File: src/rtl/ace_loader_pkg.sv
// rtl/ace_loader_pkg.sv - state encoding and constants shared by the ACE snapshot loader
package ace_loader_pkg;

    typedef enum logic [2:0] {
        IDLE,
        LIT,
        CNT,
        DATA,
        FILL,
        END
    } loader_state_t;

    localparam logic [7:0] RLE_MARKER = 8'hED;

endpackage

File: src/rtl/rle_run_counter.sv
// rtl/rle_run_counter.sv - loadable down-counter with zero/last flags for run length and end timer
module rle_run_counter #(
    parameter int W = 8
) (
    input  logic         clk_sys,
    input  logic         reset_n,
    input  logic         load_i,
    input  logic [W-1:0] load_val_i,
    input  logic         dec_i,
    output logic [W-1:0] count_o,
    output logic         zero_o,
    output logic         last_o
);

    logic [W-1:0] count_q;
    logic [W-1:0] count_d;

    always_comb begin
        count_d = count_q;
        if (load_i) begin
            count_d = load_val_i;
        end else if (dec_i && (count_q != '0)) begin
            count_d = count_q - 1'b1;
        end
    end

    always_ff @(posedge clk_sys) begin
        if (!reset_n) begin
            count_q <= '0;
        end else begin
            count_q <= count_d;
        end
    end

    assign count_o = count_q;
    assign zero_o  = (count_q == '0);
    assign last_o  = (count_q == W'(1));

endmodule

File: src/rtl/ace_rle_loader.sv
// rtl/ace_rle_loader.sv - ED-marker RLE snapshot loader into Jupiter Ace RAM
// Optional running XOR of written bytes on `checksum` when LOADER_CHECKSUM_EN is defined.
module ace_rle_loader
    import ace_loader_pkg::*;
#(
    parameter logic [15:0] BASE_ADDR = 16'h2000,
    parameter int unsigned TIMEOUT   = 3_000_000
) (
    input  logic        clk_sys,
    input  logic        reset_n,
    input  logic        ioctl_download,
    input  logic [7:0]  ioctl_index,
    input  logic        ioctl_wr,
    input  logic [7:0]  ioctl_dout,
    output logic        ioctl_wait,
    output logic [15:0] mem_addr,
    output logic [7:0]  mem_din,
    output logic        mem_wr,
    output logic        mem_sel,
    output logic        core_reset
`ifdef LOADER_CHECKSUM_EN
    ,
    output logic [7:0]  checksum
`endif
);

    localparam int TW = $clog2(TIMEOUT + 1);

    loader_state_t state_q, state_d;
    logic          dl_q;
    logic          wait_q, wait_d;
    logic          wr_q, wr_d;
    logic          sel_q, sel_d;
    logic [15:0]   addr_q, addr_d;
    logic [7:0]    din_q, din_d;

    logic          cnt_load, cnt_dec, cnt_zero, cnt_last;
    logic [7:0]    cnt_val;
    logic          tmr_load, tmr_dec, tmr_zero, tmr_last;
    logic [TW-1:0] tmr_val;

    logic start, stop, accept;

    assign start  = ioctl_download && !dl_q && (ioctl_index != 8'd0);
    assign stop   = !ioctl_download && dl_q;
    // Strobes during wait are protocol violations and are simply dropped.
    assign accept = ioctl_wr && !wait_q;

    rle_run_counter #(.W(8)) u_cnt (
        .clk_sys    (clk_sys),
        .reset_n    (reset_n),
        .load_i     (cnt_load),
        .load_val_i (ioctl_dout),
        .dec_i      (cnt_dec),
        .count_o    (cnt_val),
        .zero_o     (cnt_zero),
        .last_o     (cnt_last)
    );

    rle_run_counter #(.W(TW)) u_timer (
        .clk_sys    (clk_sys),
        .reset_n    (reset_n),
        .load_i     (tmr_load),
        .load_val_i (TW'(TIMEOUT)),
        .dec_i      (tmr_dec),
        .count_o    (tmr_val),
        .zero_o     (tmr_zero),
        .last_o     (tmr_last)
    );

    always_ff @(posedge clk_sys) begin
        if (!reset_n) begin
            state_q <= IDLE;
            dl_q    <= 1'b0;
            wait_q  <= 1'b0;
            wr_q    <= 1'b0;
            sel_q   <= 1'b0;
            addr_q  <= BASE_ADDR;
            din_q   <= 8'd0;
        end else begin
            state_q <= state_d;
            dl_q    <= ioctl_download;
            wait_q  <= wait_d;
            wr_q    <= wr_d;
            sel_q   <= sel_d;
            addr_q  <= addr_d;
            din_q   <= din_d;
        end
    end

    always_comb begin
        state_d = state_q;
        if (start) begin
            state_d = LIT;
        end else if (stop) begin
            state_d = IDLE;
        end else begin
            case (state_q)
                LIT:  if (accept && ioctl_dout == RLE_MARKER) state_d = CNT;
                CNT:  if (accept) state_d = (ioctl_dout == 8'd0) ? END : DATA;
                DATA: if (accept) state_d = FILL;
                FILL: if (cnt_last || cnt_zero) state_d = LIT;
                default: ;
            endcase
        end
    end

    // The address advances the cycle after each write, so literals and fills share one rule.
    always_comb begin
        wait_d   = wait_q;
        wr_d     = 1'b0;
        sel_d    = sel_q;
        din_d    = din_q;
        addr_d   = wr_q ? addr_q + 16'd1 : addr_q;
        cnt_load = 1'b0;
        cnt_dec  = 1'b0;
        tmr_load = 1'b0;
        tmr_dec  = 1'b0;
        if (start) begin
            addr_d = BASE_ADDR;
            sel_d  = 1'b1;
            wait_d = 1'b0;
        end else if (stop) begin
            sel_d  = 1'b0;
            wait_d = 1'b0;
        end else begin
            case (state_q)
                LIT: if (accept && ioctl_dout != RLE_MARKER) begin
                    wr_d  = 1'b1;
                    din_d = ioctl_dout;
                end
                CNT: if (accept) begin
                    if (ioctl_dout == 8'd0) begin
                        wait_d   = (TIMEOUT != 0);
                        tmr_load = 1'b1;
                    end else begin
                        cnt_load = 1'b1;
                    end
                end
                DATA: if (accept) begin
                    din_d  = ioctl_dout;
                    wait_d = 1'b1;
                end
                FILL: begin
                    wr_d    = !cnt_zero;
                    cnt_dec = 1'b1;
                    if (cnt_last || cnt_zero) wait_d = 1'b0;
                end
                END: if (!tmr_zero) begin
                    tmr_dec = 1'b1;
                    if (tmr_last) wait_d = 1'b0;
                end
                default: ;
            endcase
        end
    end

    assign ioctl_wait = wait_q;
    assign mem_wr     = wr_q;
    assign mem_addr   = addr_q;
    assign mem_din    = din_q;
    assign mem_sel    = sel_q;
    assign core_reset = sel_q;

`ifdef LOADER_CHECKSUM_EN
    logic [7:0] csum_q;

    always_ff @(posedge clk_sys) begin
        if (!reset_n) begin
            csum_q <= 8'd0;
        end else if (start) begin
            csum_q <= 8'd0;
        end else if (wr_q) begin
            csum_q <= csum_q ^ din_q;
        end
    end

    assign checksum = csum_q;
`endif

endmodule

File: config.mk
export PLATFORM = sky130hd
export DESIGN_NAME = ace_rle_loader
export DESIGN_NICKNAME = d
export VERILOG_FILES = /design/src/rtl/ace_loader_pkg.sv /design/src/rtl/rle_run_counter.sv /design/src/rtl/ace_rle_loader.sv
export SDC_FILE = /design/constraint.sdc
export NUM_CORES = 1
export LEC_CHECK = 0
export BUFFER_PORTS_ARGS = -buffer_cell sky130_fd_sc_hd__buf_4
export CAP_MARGIN = 20
export CORE_MARGIN = 10
export CORE_UTILIZATION = 37
export CTS_BUF_LIST = sky130_fd_sc_hd__clkbuf_4
export CTS_CLUSTER_SIZE = 10
export DETAILED_ROUTE_END_ITERATION = 10
export GPL_ROUTABILITY_DRIVEN = 0
export PLACE_DENSITY_LB_ADDON = 0.08
export SYNTH_ARGS = -nofsm -noshare
export SYNTH_HDL_FRONTEND = slang
export SYNTH_SLANG_ARGS = --single-unit
File: constraint.sdc
create_clock -name clk_sys -period 3.61 [get_ports clk_sys]
set_input_delay 0.361 -clock clk_sys [delete_from_list [all_inputs] [get_ports clk_sys]]
set_output_delay 0.361 -clock clk_sys [all_outputs]
set_load 0.05 [all_outputs]
==> flow_summary.yaml <==
floorplanning:
  die_w_um: 111
  core-area_sq_um: 8130
  die_y_um: 111
  start_util: 0.377
  placement_rows: 33
  die_area_sq_um: 12300
  io_pins: 48
route:
  drt_pass1_iterations: 4
  wl_per_cell_um: 14.4
  routed_wl_um: 7550
  ant_nets: 0
  vias: 2794
  via_per_inst: 5.34
  drtIter0Drc: 85
  drc: 0
place:
  dp_cells: 508
  hpwlAfterDp_um: 5500
  postPlaceCellArea_sq_um: 3530
  post-place-ws_ns: 0.902
  numPortBuffers: 47
job:
  cap_violations: 0
clock_tree:
  root_buffer: "clkbuf_4"
  cts_tree: "done"
  clk-insertion-delay-late_ns: 0.41
  hold_buffers: 0
  cts_buffer_depth: 2
  htreeDepth: 3
  cts_setup_buffers: 0
  cts_buffers: 9
  clkSinkCount: 61
  clkTransAtPathRegs_ns: 0.10
  cts_resized: 0
global_route:
  grt_pass1_wl_um: 13100
  grt_usage: 0.124
  grt_max_degree: 27
  antenna_found_initial: 0
  grt_pass1_vias: 2718
  overflow: 0
synthesis:
  ys_ff_latch: 61
  ys_seq_area_frac: 0.399
  async_reset_ff_frac: 0
  synth_cell_types: 51
  syn_area_sq_um: 3060
  synth_edf_count: 0
  syn_inst: 366
  synthDominantCellAreaShare: 0.399
  syn_avg_cell_area_sq_um: 8.37
  synth_area_leaders: "dfxtp_1 40%, xor2_1 7.1%, nor2_1 6.4%, a21oi_1 4.2%, nand4_1 3.9%"
  yosys.area.top_type: "dfxtp_1"
  ys_warn_count: 0
  syn_nets: 394
  ys.flop_type: "dfxtp_1"
timing:
  hold_violations: 0
  relSlewSlack: 0.513
  timing.fmax_mhz: 368
  tightestPinTransition_ns: 0.726
  min_period_ns: 2.72
  tns_ns: 0
  fin_worst_skew_ns: 0.0114
  rsz0062_at_grt: "false"
  period_share: 0.753
  drv_slew: 0
  setup_violations: 0
  setup_slack_ns: 0.890
pwr:
  swShare: 0.258
  clock_power_share: 0.379
  power_frac_comb: 0.071
  p_seq_frac: 0.550
  intPower_uw: 923
  p_switching_uw: 321
  irDropWorstVdd_v: 0.000151
  p_leak_nw: 1.40
  pwr_density_cell_nw_per_um2: 340
status:
  outcome: "finished, final reports clean"
worst_setup_path:
  cp_max_fo: 8
  path_class: "reg -> reg"
  r2r_slack_ns: 0.89
  arrival_ns: 3.03
  r2r_cells: 8
  worstSetupStartpointType: "flop"
  end_kind: "flop"
  required_ns: 3.92
cells_and_area:
  final_nets: 442
  fin_util: 0.450
  design_area_sq_um: 3660
  diodes: 0
  area_delta_synth_final_pct: 19.4
  layout-drive-gt1-share: 0.182
  instances_no_fill: 523
hold_path:
  hold_depth: 2
  hold_path.class: "in -> reg"
==> metrics by stage <==
step | total power, mW | hold WS [ns]
floorplan | 0.752 | 0.447
global placement | 0.790 | 0.466
detailed placement | 0.790 | 0.473
CTS | 1.27 | 0.159
global route | 1.30 | 0.186
finish | 1.24 | 0.177
==> synthesized netlist by cell type, drive strengths merged, types with 2 or more instances <==
cell / instances
dfxtp: 61
nor2: 52
nand2: 27
a21oi: 26
xor2: 25
nand4: 19
o21ai: 16
clkbuf: 15
or3: 12
inv: 10
mux2i: 10
nor3: 10
ha: 8
nand3: 6
nor2b: 6
nor4: 6
or4: 6
nand2b: 5
xnor2: 5
a22oi: 3
a31oi: 3
and3: 3
nor3b: 3
a2111oi: 2
a211oi: 2
nand3b: 2
o211a: 2
o31ai: 2
==> registers in the layout, indices dropped and copies added, names as in the netlist <==
| signal | cells |
|---|---|
| ioctl_wait | 1 |
| core_reset | 1 |
| mem_wr | 1 |
| mem_din | 8 |
| u_cnt.count_o | 8 |
| dl_q | 1 |
| u_timer.count_o | 22 |
| state_q | 3 |
| mem_addr | 16 |
==> placed cells by master (no fill, tap or decap), drive strengths merged, types with 8 or more instances in the layout <==
cell type  count
or3           12
xor2          25
a21oi         26
nor2          52
dfxtp         61
o21ai         16
mux2i         10
clkbuf        10
nand2         27
nor3          10
inv           10
ha             8
nand4         19
buf           53
==> critical path, stage by stage (launching register included) <==
cell and delay [ns]:
dfxtp_1 0.35, inv_1 0.10, ha_1 0.30, or3b_2 0.47, or4_4 0.54, a2111oi_4 0.48
nand3b_2 0.12, xor2_1 0.15, a21oi_1 0.13
==> power groups by stage <==
stage / Sequential [mW] / Combinational [mW] / Clock (mW)
floorplan: 0.712 / 0.0394 / 0
global placement: 0.700 / 0.0900 / 0
detailed placement: 0.700 / 0.0899 / 0
CTS: 0.685 / 0.0900 / 0.494
global route: 0.686 / 0.0968 / 0.515
finish: 0.685 / 0.0883 / 0.471
==> cell families after synthesis <==
| logic type | Yosys count | share of synthesized area |
|---|---|---|
| compound gates | 65 | 0.134 |
| fa+ha+maj | 8 | 0.0327 |
| mux | 10 | 0.0327 |
| xor+xnor | 30 | 0.0857 |
| buf+inv | 27 | 0.0343 |
| simple gates | 165 | 0.282 |
| flops | 61 | 0.399 |
==> metal layers <==
layer	part of all wire	up-vias	track usage
met5	0	-	0
met4	0.015	0	0.0373
met3	0.053	12	0.0417
met2	0.45	52	0.195
met1	0.48	1328	0.156
li1	-	1402	-
==> area by class of cell <==
class / count / area (sq um)
clock inverters: 5 / 52.6
flip-flops and latches: 61 / 1220
fillers: 860 / 4480
inverters: 11 / 41.3
repair buffers: 53 / 398
well taps: 105 / 131
multi-input cells: 278 / 1740
clock buffers: 10 / 75.1
==> final timing paths <==
kind | end | from
worst max-delay path | u_timer.count_o[18]$_SDFFE_PN0P_ | u_timer.count_o[0]$_SDFFE_PP0P_
worst min-delay path | dl_q$_SDFF_PN0_ | ioctl_download
worst max register to register | u_timer.count_o[18]$_SDFFE_PN0P_ | u_timer.count_o[0]$_SDFFE_PP0P_
worst min register to register | u_cnt.count_o[1]$_SDFFE_PN0P_ | u_cnt.count_o[1]$_SDFFE_PN0P_
No activity file was read; power rests on OpenSTA's default activity.
